===== config.mk =====
export PLATFORM = sky130hd
export DESIGN_NAME = tanh_arbiter
export DESIGN_NICKNAME = d
export VERILOG_FILES = /design/src/rtl/tanh_arbiter_pkg.sv /design/src/rtl/tanh_rsp_fifo.sv /design/src/rtl/tanh_arbiter.sv
export SDC_FILE = /design/constraint.sdc
export NUM_CORES = 1
export LEC_CHECK = 0
export ABC_CLOCK_PERIOD_IN_PS = 6490
export CAP_MARGIN = 10
export CORE_ASPECT_RATIO = 0.6
export CORE_MARGIN = 5
export CORE_UTILIZATION = 48
export CTS_CLUSTER_DIAMETER = 40
export DETAILED_ROUTE_END_ITERATION = 10
export PLACE_DENSITY = 0.95
export SLEW_MARGIN = 0
export SYNTH_ARGS = -nofsm -noshare
export SYNTH_HDL_FRONTEND = slang
export SYNTH_SLANG_ARGS = --single-unit

===== constraint.sdc =====
create_clock -name clk -period 6.49 [get_ports clk]
set_clock_uncertainty 0.2 [all_clocks]
set_input_delay 0.9735 -clock clk [delete_from_list [all_inputs] [get_ports clk]]
set_output_delay 0.9735 -clock clk [all_outputs]
set_load 0.05 [all_outputs]

===== src/rtl/tanh_arbiter_pkg.sv =====
// tanh_arbiter_pkg: shared constants, helper function and tag type for the
// tanh sharing block.
//   FRAC_W       - width of a requester's fractional-bit count
//   IMM_W        - width of the unit's immediate operand
//   TANH_LATENCY - cycles from sampled input to valid unit output
//   TAG_ID_W     - tag ID storage width, sized for the maximum of 8 requesters
package tanh_arbiter_pkg;

  localparam int unsigned FRAC_W       = 6;
  localparam int unsigned IMM_W        = 32;
  localparam int unsigned TANH_LATENCY = 3;
  localparam int unsigned TAG_ID_W     = 3;

  // Ceiling log2; returns 0 for n <= 1
  function automatic int unsigned clog2(input int unsigned n);
    int unsigned r;
    r = 0;
    while ((32'd1 << r) < n) r++;
    return r;
  endfunction

  // One stage of the tag pipeline that shadows the shared unit
  typedef struct packed {
    logic                valid;
    logic [TAG_ID_W-1:0] id;
  } tag_t;

endpackage


===== src/rtl/tanh_rsp_fifo.sv =====
// tanh_rsp_fifo: first-word-fall-through FIFO with an occupancy count.
//   clk, reset  - clock, synchronous active-high reset
//   i_wr_en     - write i_wr_data at the next edge
//   i_rd_en     - pop the head at the next edge (ignored when empty)
//   o_rd_data   - current head entry
//   o_empty     - no entries held
//   o_count     - number of entries held
module tanh_rsp_fifo
  import tanh_arbiter_pkg::*;
#(
  parameter int unsigned DATA_W = 35,
  parameter int unsigned DEPTH  = 4,
  localparam int unsigned CNT_W = clog2(DEPTH + 1)
) (
  input  logic              clk,
  input  logic              reset,
  input  logic              i_wr_en,
  input  logic [DATA_W-1:0] i_wr_data,
  input  logic              i_rd_en,
  output logic [DATA_W-1:0] o_rd_data,
  output logic              o_empty,
  output logic [CNT_W-1:0]  o_count
);

  localparam int unsigned PTR_W = (DEPTH > 1) ? clog2(DEPTH) : 1;

  logic [DATA_W-1:0] r_mem [DEPTH];
  logic [PTR_W-1:0]  r_wr_ptr;
  logic [PTR_W-1:0]  r_rd_ptr;
  logic [CNT_W-1:0]  r_count;
  logic              w_full;
  logic              w_wr;
  logic              w_rd;

  // Pointer advance with explicit wrap so non-power-of-two depths work
  function automatic logic [PTR_W-1:0] ptr_inc(input logic [PTR_W-1:0] p);
    return (p == PTR_W'(DEPTH - 1)) ? '0 : p + PTR_W'(1);
  endfunction

  assign o_empty   = (r_count == '0);
  assign w_full    = (r_count == CNT_W'(DEPTH));
  assign w_rd      = i_rd_en & ~o_empty;
  // A write into a full FIFO is only legal when the head leaves in the same cycle
  assign w_wr      = i_wr_en & (~w_full | w_rd);
  assign o_rd_data = r_mem[r_rd_ptr];
  assign o_count   = r_count;

  // Pointer and count state
  always_ff @(posedge clk) begin
    if (reset) begin
      r_wr_ptr <= '0;
      r_rd_ptr <= '0;
      r_count  <= '0;
    end else begin
      if (w_wr) r_wr_ptr <= ptr_inc(r_wr_ptr);
      if (w_rd) r_rd_ptr <= ptr_inc(r_rd_ptr);
      r_count <= r_count + CNT_W'(w_wr) - CNT_W'(w_rd);
    end
  end

  // Storage; contents are don't-care until written
  always_ff @(posedge clk) begin
    if (w_wr) r_mem[r_wr_ptr] <= i_wr_data;
  end

endmodule


===== src/rtl/tanh_arbiter.sv =====
// tanh_arbiter: shares one pipelined tanh unit between NUM_REQ requesters.
//   clk, reset      - clock, synchronous active-high reset
//   req_valid/ready - per-requester handshake; ready is one-hot on the grant
//   req_data/frac   - packed per-requester operands and fractional-bit counts
//   tanh_data_in0   - operand to the shared unit (0 when not issuing)
//   tanh_immediate  - zero-extended frac to the shared unit (0 when not issuing)
//   tanh_data_out   - unit result, aligned with the last tag stage
//   rsp_*           - FWFT response stream carrying result and requester ID
module tanh_arbiter
  import tanh_arbiter_pkg::*;
#(
  parameter int unsigned BIT_WIDTH    = 32,
  parameter int unsigned NUM_REQ      = 4,
  parameter int unsigned UNIT_LATENCY = TANH_LATENCY,
  parameter int unsigned FIFO_DEPTH   = 4,
  parameter int unsigned ID_W         = clog2(NUM_REQ)
) (
  input  logic                          clk,
  input  logic                          reset,
  input  logic [NUM_REQ-1:0]            req_valid,
  output logic [NUM_REQ-1:0]            req_ready,
  input  logic [NUM_REQ*BIT_WIDTH-1:0]  req_data,
  input  logic [NUM_REQ*FRAC_W-1:0]     req_frac,
  output logic [BIT_WIDTH-1:0]          tanh_data_in0,
  output logic [IMM_W-1:0]              tanh_immediate,
  input  logic [BIT_WIDTH-1:0]          tanh_data_out,
  output logic                          rsp_valid,
  input  logic                          rsp_ready,
  output logic [BIT_WIDTH-1:0]          rsp_data,
  output logic [ID_W-1:0]               rsp_id
);

  localparam int unsigned CNT_W  = clog2(FIFO_DEPTH + 1);
  localparam int unsigned CRED_W = clog2(FIFO_DEPTH + UNIT_LATENCY + 1) + 1;
  localparam int unsigned ENT_W  = TAG_ID_W + BIT_WIDTH;

  logic [ID_W-1:0]   r_ptr;
  tag_t              r_tag [UNIT_LATENCY];
  logic [ID_W-1:0]   w_grant_id;
  logic              w_grant_any;
  logic              w_can_issue;
  logic              w_issue;
  logic              w_pop;
  logic              w_fifo_empty;
  logic [CNT_W-1:0]  w_occ;
  logic [CRED_W-1:0] w_inflight;
  logic [ENT_W-1:0]  w_head;

  // Round-robin scan: first valid requester at or after r_ptr, wrapping
  always_comb begin
    int unsigned idx;
    idx         = 0;
    w_grant_any = 1'b0;
    w_grant_id  = '0;
    for (int unsigned k = 0; k < NUM_REQ; k++) begin
      idx = k + 32'(r_ptr);
      if (idx >= NUM_REQ) idx = idx - NUM_REQ;
      if (!w_grant_any && req_valid[ID_W'(idx)]) begin
        w_grant_any = 1'b1;
        w_grant_id  = ID_W'(idx);
      end
    end
  end

  // Every valid tag stage holds a result that will need a FIFO slot
  always_comb begin
    w_inflight = '0;
    for (int unsigned s = 0; s < UNIT_LATENCY; s++) begin
      w_inflight = w_inflight + CRED_W'(r_tag[s].valid);
    end
  end

  assign rsp_valid   = ~w_fifo_empty;
  assign w_pop       = rsp_valid & rsp_ready;
  // A same-cycle pop frees a slot; pop implies occ >= 1 so no underflow
  assign w_can_issue = (w_inflight + CRED_W'(w_occ) - CRED_W'(w_pop)) < CRED_W'(FIFO_DEPTH);
  assign w_issue     = w_grant_any & w_can_issue & ~reset;

  // Grant and operand steering to the shared unit
  always_comb begin
    req_ready      = '0;
    tanh_data_in0  = '0;
    tanh_immediate = '0;
    for (int unsigned i = 0; i < NUM_REQ; i++) begin
      if (w_issue && (w_grant_id == ID_W'(i))) begin
        req_ready[i]   = 1'b1;
        tanh_data_in0  = req_data[i*BIT_WIDTH +: BIT_WIDTH];
        tanh_immediate = {{(IMM_W - FRAC_W){1'b0}}, req_frac[i*FRAC_W +: FRAC_W]};
      end
    end
  end

  // Round-robin pointer and tag pipeline shadowing the unit latency
  always_ff @(posedge clk) begin
    if (reset) begin
      r_ptr <= '0;
      for (int unsigned s = 0; s < UNIT_LATENCY; s++) r_tag[s] <= '0;
    end else begin
      if (w_issue) begin
        r_ptr <= (w_grant_id == ID_W'(NUM_REQ - 1)) ? '0 : w_grant_id + ID_W'(1);
      end
      r_tag[0] <= '{valid: w_issue, id: TAG_ID_W'(w_grant_id)};
      for (int unsigned s = 1; s < UNIT_LATENCY; s++) r_tag[s] <= r_tag[s-1];
    end
  end

  tanh_rsp_fifo #(
    .DATA_W (ENT_W),
    .DEPTH  (FIFO_DEPTH)
  ) u_fifo (
    .clk       (clk),
    .reset     (reset),
    .i_wr_en   (r_tag[UNIT_LATENCY-1].valid),
    .i_wr_data ({r_tag[UNIT_LATENCY-1].id, tanh_data_out}),
    .i_rd_en   (w_pop),
    .o_rd_data (w_head),
    .o_empty   (w_fifo_empty),
    .o_count   (w_occ)
  );

  // Head is masked so an empty FIFO presents zeros
  assign rsp_data = rsp_valid ? w_head[BIT_WIDTH-1:0] : '0;
  assign rsp_id   = rsp_valid ? ID_W'(w_head[ENT_W-1:BIT_WIDTH]) : '0;

endmodule


[Word-level counts from Yosys, hierarchy flattened]
Memories as Yosys holds them, arrays and structs flattened. A register that Yosys moved wholly into a read port is not among the register bits.
Index checks and enable logic that the tools add are counted.
Word-level totals
  register bits: 9
  RAM bits: 152
  input port bits: 191
  output and inout bits: 103
  word-level logic and storage cells: 108
  memories: 2
Memories
  u_fifo.r_mem: depth 4, width 35, rd ports 1, clocked after Yosys merged registers in 1, wr ports 1, RTL line tanh_rsp_fifo.sv:27  | logic [DATA_W-1:0] r_mem [DEPTH];
  r_tag: depth 3, width 4, rd ports 3, clocked after Yosys merged registers in 0, wr ports 3, RTL line tanh_arbiter.sv:38  | tag_t r_tag [UNIT_LATENCY];
Operators by class
  add/subtract/negate cells: 16
  magnitude comparators: 9
  equal/unequal tests: 6
  multiplexer cells: 47
  bitwise operators: 12
  reductions and logical operators: 12
Operator list (count)
  two-way mux 32 bit: 8
  two-way mux 2 bit: 14
  two-way mux 1 bit: 17
  < comparator 2 x 3 -> 1 bit (second input constant): 4
  two-way mux 4 bit: 3
  greater-or-equal comparator 3 bit (second input constant): 3
  binary-select mux 1 bit (select 2 bit): 4
  == test 2 bit (second input constant): 4
  subtractor 2 x 1 -> 2 bit (second input constant): 4
  logical AND 1 bit: 7
  adder 2 x 1 -> 2 bit (second input constant): 3
  adder 2 x 2 -> 3 bit (first input constant): 2
  two-way mux 6 bit: 1
  AND 1 bit: 5
  adder 3 x 3 -> 4 bit: 1
  < comparator 4 x 3 -> 1 bit (second input constant): 1
  bitwise OR 1 bit: 4
  subtractor 4 x 1 -> 4 bit: 1
  adder 1 x 2 -> 3 bit (first input constant): 1
  adder 2 x 1 -> 3 bit: 1
  adder 3 x 1 -> 3 bit: 1
  == test 3 bit (second input constant): 1
  greater-or-equal comparator 2 x 3 -> 1 bit (second input constant): 1
  zero test 1 bit: 3
  other kinds (6): 8

[Longest topological paths before layout]
  word-level depth: 21
  gate-level depth with buffers: 14
  depth with buffers taken out: 11

[Hierarchy]
From an unflattened synthesis, not the netlist that was laid out.
Second synthesis, totals
  cell total of the unflattened synthesis: 584
  area total of the unflattened synthesis: 7886.3 µm²
By module, submodules not included
  tanh_rsp_fifo: times used 1, cells an instance 231, area an instance 5516.5 µm², sequential area each 4384.2 µm²
  tanh_arbiter: times used 1, cells an instance 353, area an instance 2369.8 µm², sequential area each 220.2 µm²

[Least setup slack after synthesis]
OpenSTA, ideal clock, no wires.
  path kind: input -> output
  start point: input port rsp_ready
  end point: output port tanh_data_in0[31]
  arrival: 3.966 ns
  required time: 5.316 ns
  setup slack: 1.350 ns
  stages: 11
  path buffers: 1
  cells stage by stage: nand2_1 inv_1 ha_1 inv_1 fa_1 ha_1 a31o_1 or4_1 a311o_1 buf_6 a21oi_1
On the way
  longest elaborated chain between the ends: 10
  elaborated cells between the ends (all ways): 13
  those cells by class: add/sub: 1; order compare: 1; mux: 4; bitwise: 3; reduce/logical: 4
Ends and longest elaborated chain
  from (decl): RTL line tanh_arbiter.sv:28  | input logic rsp_ready,
  AND 1 bit (*): RTL line tanh_arbiter.sv:74  | assign w_pop = rsp_valid & rsp_ready;
  subtractor 4 x 1 -> 4 bit (*): RTL line tanh_arbiter.sv:76  | assign w_can_issue = (w_inflight + CRED_W'(w_occ) - CRED_W'(w_pop)) < CRED_W'(FIFO_DEPTH);
  < comparator 4 x 3 -> 1 bit (*): RTL line tanh_arbiter.sv:76
  AND 1 bit (*) (2 in series): RTL line tanh_arbiter.sv:77  | assign w_issue = w_grant_any & w_can_issue & ~reset;
  logical AND 1 bit: RTL line tanh_arbiter.sv:85  | if (w_issue && (w_grant_id == ID_W'(i))) begin
  two-way mux 32 bit (3 in series): RTL line tanh_arbiter.sv:85
  two-way mux 32 bit (*): RTL line tanh_arbiter.sv:85
  to (decl): RTL line tanh_arbiter.sv:24  | output logic [BIT_WIDTH-1:0] tanh_data_in0,
Every way passes the cells marked *; elsewhere a longest branch is shown, timed or not.

[Worst setup path in the final report]
  start point: input port rsp_ready
  end point: output port tanh_data_in0[15]
Same word-level chain as after synthesis.

==> run_results.csv <==
group,metric,value,unit
worst_setup_path,startpoint_type,"primary input",
die,die_w,175,µm
clock_tree,clock-root-buffer,"clkbuf_16",
worst_setup_path,cp.arrival,4.55,ns
logic_synthesis,ys_ff_latch,156,
clock_tree,post-cts-setup-buffers,0,
clock_tree,clock_latency,0.41,ns
cells_and_area,drive_gt1_share,18.7,%
worst_setup_path,r2r-start,"u_fifo.o_count[0]",
die,die_h,109,µm
clock_tree,cts_tree,"yes",
placed_design,dp.cells,1054,
worst_setup_path,r2r_slack,2.53,ns
logic_synthesis,synthAdderAreaFrac,3.05,%
worst_hold_path,hold_end,"r_tag[0][8]",
placed_design,dpl_cell_area,10500,µm²
logic_synthesis,yosys_warnings,0,
timing,fin_tns_setup,0,ns
logic_synthesis,synth_top_area_share,51.9,%
cells_and_area,finalNonFillerCells,1086,
timing,fmax,175,MHz
worst_hold_path,worstHoldPathCells,1,
pwr,p_leak,3.81,nW
drt,dr_total_vias,5765,
cells_and_area,fin_nets,1073,
drt,final_antenna_net_count,0,
pwr,ir_drop,0.268,mV
clock_tree,clkSinkCount,156,
logic_synthesis,synth_top_family_by_area,"compound AO/OA/AOI/OAI gates",
worst_setup_path,crit_fanout,45,
clock_tree,cts_buffers,17,
pwr,p_per_area,395,nW/µm²
die,rows,36,
job,cap_viol_max_count,0,
die,start_util,48.7,%
timing,rsz0062_at_grt,"false",
global_route,grt_pass1_wl,32300,µm
cells_and_area,final_util,68.3,%
global_route,grt_max_degree,77,
die,dieArea,19100,µm²
worst_setup_path,endpoint_kind,"output pin",
placed_design,dpl.hpwl,15600,µm
placed_design,gp_congestion,0.996,
cells_and_area,layout_common_cells,"clkdlybuf4s50_1 (225), edfxtp_1 (136), nand2_1 (112)",
logic_synthesis,synthMuxAreaShare,10.4,%
die,core_area,16200,µm²
global_route,grt_pass1_vias,5901,
worst_setup_path,crit_chain,"clkdlybuf4s50_1 -> nand2_1 -> inv_1 -> ha_1 -> inv_1 -> fa_1 -> ha_1 -> a31o_1 -> or4bb_1 -> a311o_2 -> buf_4 -> a21oi_2 -> buf_4",
cells_and_area,area_growth_syn_to_layout,40.4,%
worst_setup_path,r2r_cells,12,
clock_tree,cts.clk_slew.worst_paths,0.06,ns
worst_setup_path,required,5.32,ns
logic_synthesis,syn-instance-count,616,
timing,setup_viol,0,
drt,drc_errors,0,
worst_setup_path,slowest_stage,"or4bb_1",
logic_synthesis,synthSimpleGateAreaFrac,10.9,%
drt,drt-initial-drc-count,432,
logic_synthesis,synth_seq_area_share,57.0,%
cells_and_area,diodes,0,
global_route,antenna_found_initial,0,
clock_tree,cts.hold.buffers_added,0,
worst_setup_path,crit_buf_inv,5,
drt,firstDrtPassIters,7,
timing,min_period,5.72,ns
worst_hold_path,worstHoldStart,"r_tag[0][4]",
clock_tree,clockBufferDepth,2,
logic_synthesis,syn_area,7870,µm²
clock_tree,cts_resized,0,
timing,hold_viol,0,
cells_and_area,fin_area,11000,µm²
timing,final_max_slew_viol_count,0,
logic_synthesis,synth_top_area_cell,"edfxtp_1",
drt,drt-total-wl,21600,µm
worst_setup_path,timing.rr.end,"r_ptr[1]",
placed_design,numPortBuffers,267,
worst_setup_path,cp_top_family,"buffers and inverters",
timing,worst_slew_pin_slew,0.933,ns
timing,period_share,88.1,%
global_route,overflow,0,
timing,holdWs,0.237,ns
timing,max_slew_margin,37.8,%
die,ios,294,
drt,post_drt_wl_per_cell,19.9,µm
drt,routed_via_density,5.31,
worst_setup_path,critPathKind,"primary input to output pin",
clock_tree,htree_levels,4,
logic_synthesis,synth_area_per_cell,12.8,µm²
logic_synthesis,synth-xor-area-share,0.111,%
outcome,outcome,"finished clean",
cells_and_area,layout_commonest_cell,"clkdlybuf4s50_1",
global_route,grt_use_total,22.3,%
worst_hold_path,hold_path_class,"register to register",
worst_setup_path,timing.critical_path.slowest_cell_delay,0.49,ns
logic_synthesis,synthTopCellsByArea,"edfxtp_1 (52%), mux4_2 (9.7%), o211ai_1 (7.1%)",
logic_synthesis,synth_cell_type_count,36,
logic_synthesis,synth_compound_area_share,12.4,%
final cells by class:
type	instances	area, µm²
multi-input cells	393	3000
inverters	19	71.3
well taps	209	262
flip-flops and latches	156	4490
fillers	1125	5120
clock buffers	17	425
repair buffers	277	2640
clock inverters	15	161
Yosys cell counts:
| cell type | number |
|---|---|
| clkbuf_1 | 29 |
| buf_4 | 26 |
| edfxtp_1 | 136 |
| ha_1 | 16 |
| or4bb_1 | 1 |
| nand2b_1 | 6 |
| a21boi_0 | 2 |
| mux2i_1 | 5 |
| a21o_1 | 1 |
| a21oi_1 | 5 |
| nor4_1 | 1 |
| buf_6 | 5 |
| o41a_1 | 1 |
| nor2_2 | 4 |
| buf_2 | 3 |
| nand2_1 | 112 |
| buf_1 | 10 |
| or3_1 | 3 |
| inv_1 | 19 |
| and2_1 | 38 |
| a311o_1 | 1 |
| a21oi_2 | 35 |
| or4_1 | 1 |
| nor2b_1 | 8 |
| o211ai_1 | 74 |
| a221o_1 | 2 |
| mux4_2 | 34 |
| conb_1 | 1 |
| a31o_1 | 1 |
| o22ai_1 | 1 |
| o31ai_1 | 1 |
| dfxtp_1 | 20 |
| nand3_1 | 1 |
| nor2_1 | 10 |
| xnor2_1 | 1 |
| fa_1 | 2 |
worst max-delay path by stage:
stage	from	end	slack [ns]	depth (start not counted)
finish	rsp_ready	tanh_data_in0[15]	0.77	13
global route	rsp_ready	tanh_data_in0[15]	0.62	13
CTS	rsp_ready	tanh_data_in0[15]	0.81	13
detailed placement	rsp_ready	tanh_data_in0[15]	0.81	13
global placement	rsp_ready	tanh_data_in0[31]	1.0	13
floorplan	rsp_ready	tanh_data_in0[31]	1.35	11
through the flow:
stage / total power [mW] / worst slack (ns)
after CTS: 4.38 / 0.809
final: 4.37 / 0.769
after global routing: 4.58 / 0.625
after floorplan: 2.78 / 1.35
after global placement: 3.36 / 0.995
after detailed placement: 3.40 / 0.807
metal layers:
metal	global-route usage (%)	vias up	part of all wire [%]
li1	-	2724	-
met1	28.6	2839	42
met2	39.2	185	51
met3	5.13	17	5.4
met4	5.04	0	1.1
met5	0	-	0
sequential cells by signal (all words and copies together), names as in the netlist, named ones only:
| register | count |
|---|---|
| r_tag | 9 |
| u_fifo.r_wr_ptr | 2 |
| u_fifo.o_count | 3 |
| u_fifo.r_rd_ptr | 2 |
| u_fifo.r_mem | 136 |
| r_ptr | 2 |
report_power, final:
| group | total, mW | switching (mW) | internal [mW] |
|---|---|---|---|
| Combinational | 2.24 | 1.44 | 0.800 |
| Sequential | 1.15 | 0.0204 | 1.13 |
| Clock | 0.979 | 0.406 | 0.573 |
cell families after synthesis:
family,after synthesis
multiplexers,39
buffers and inverters,92
AND/OR/NAND/NOR,185
adder cells (fa/ha/maj),18
flip-flops,156
other,1
AO/OA/AOI/OAI,124
XOR/XNOR,1
(Power assumes the default switching activity.)
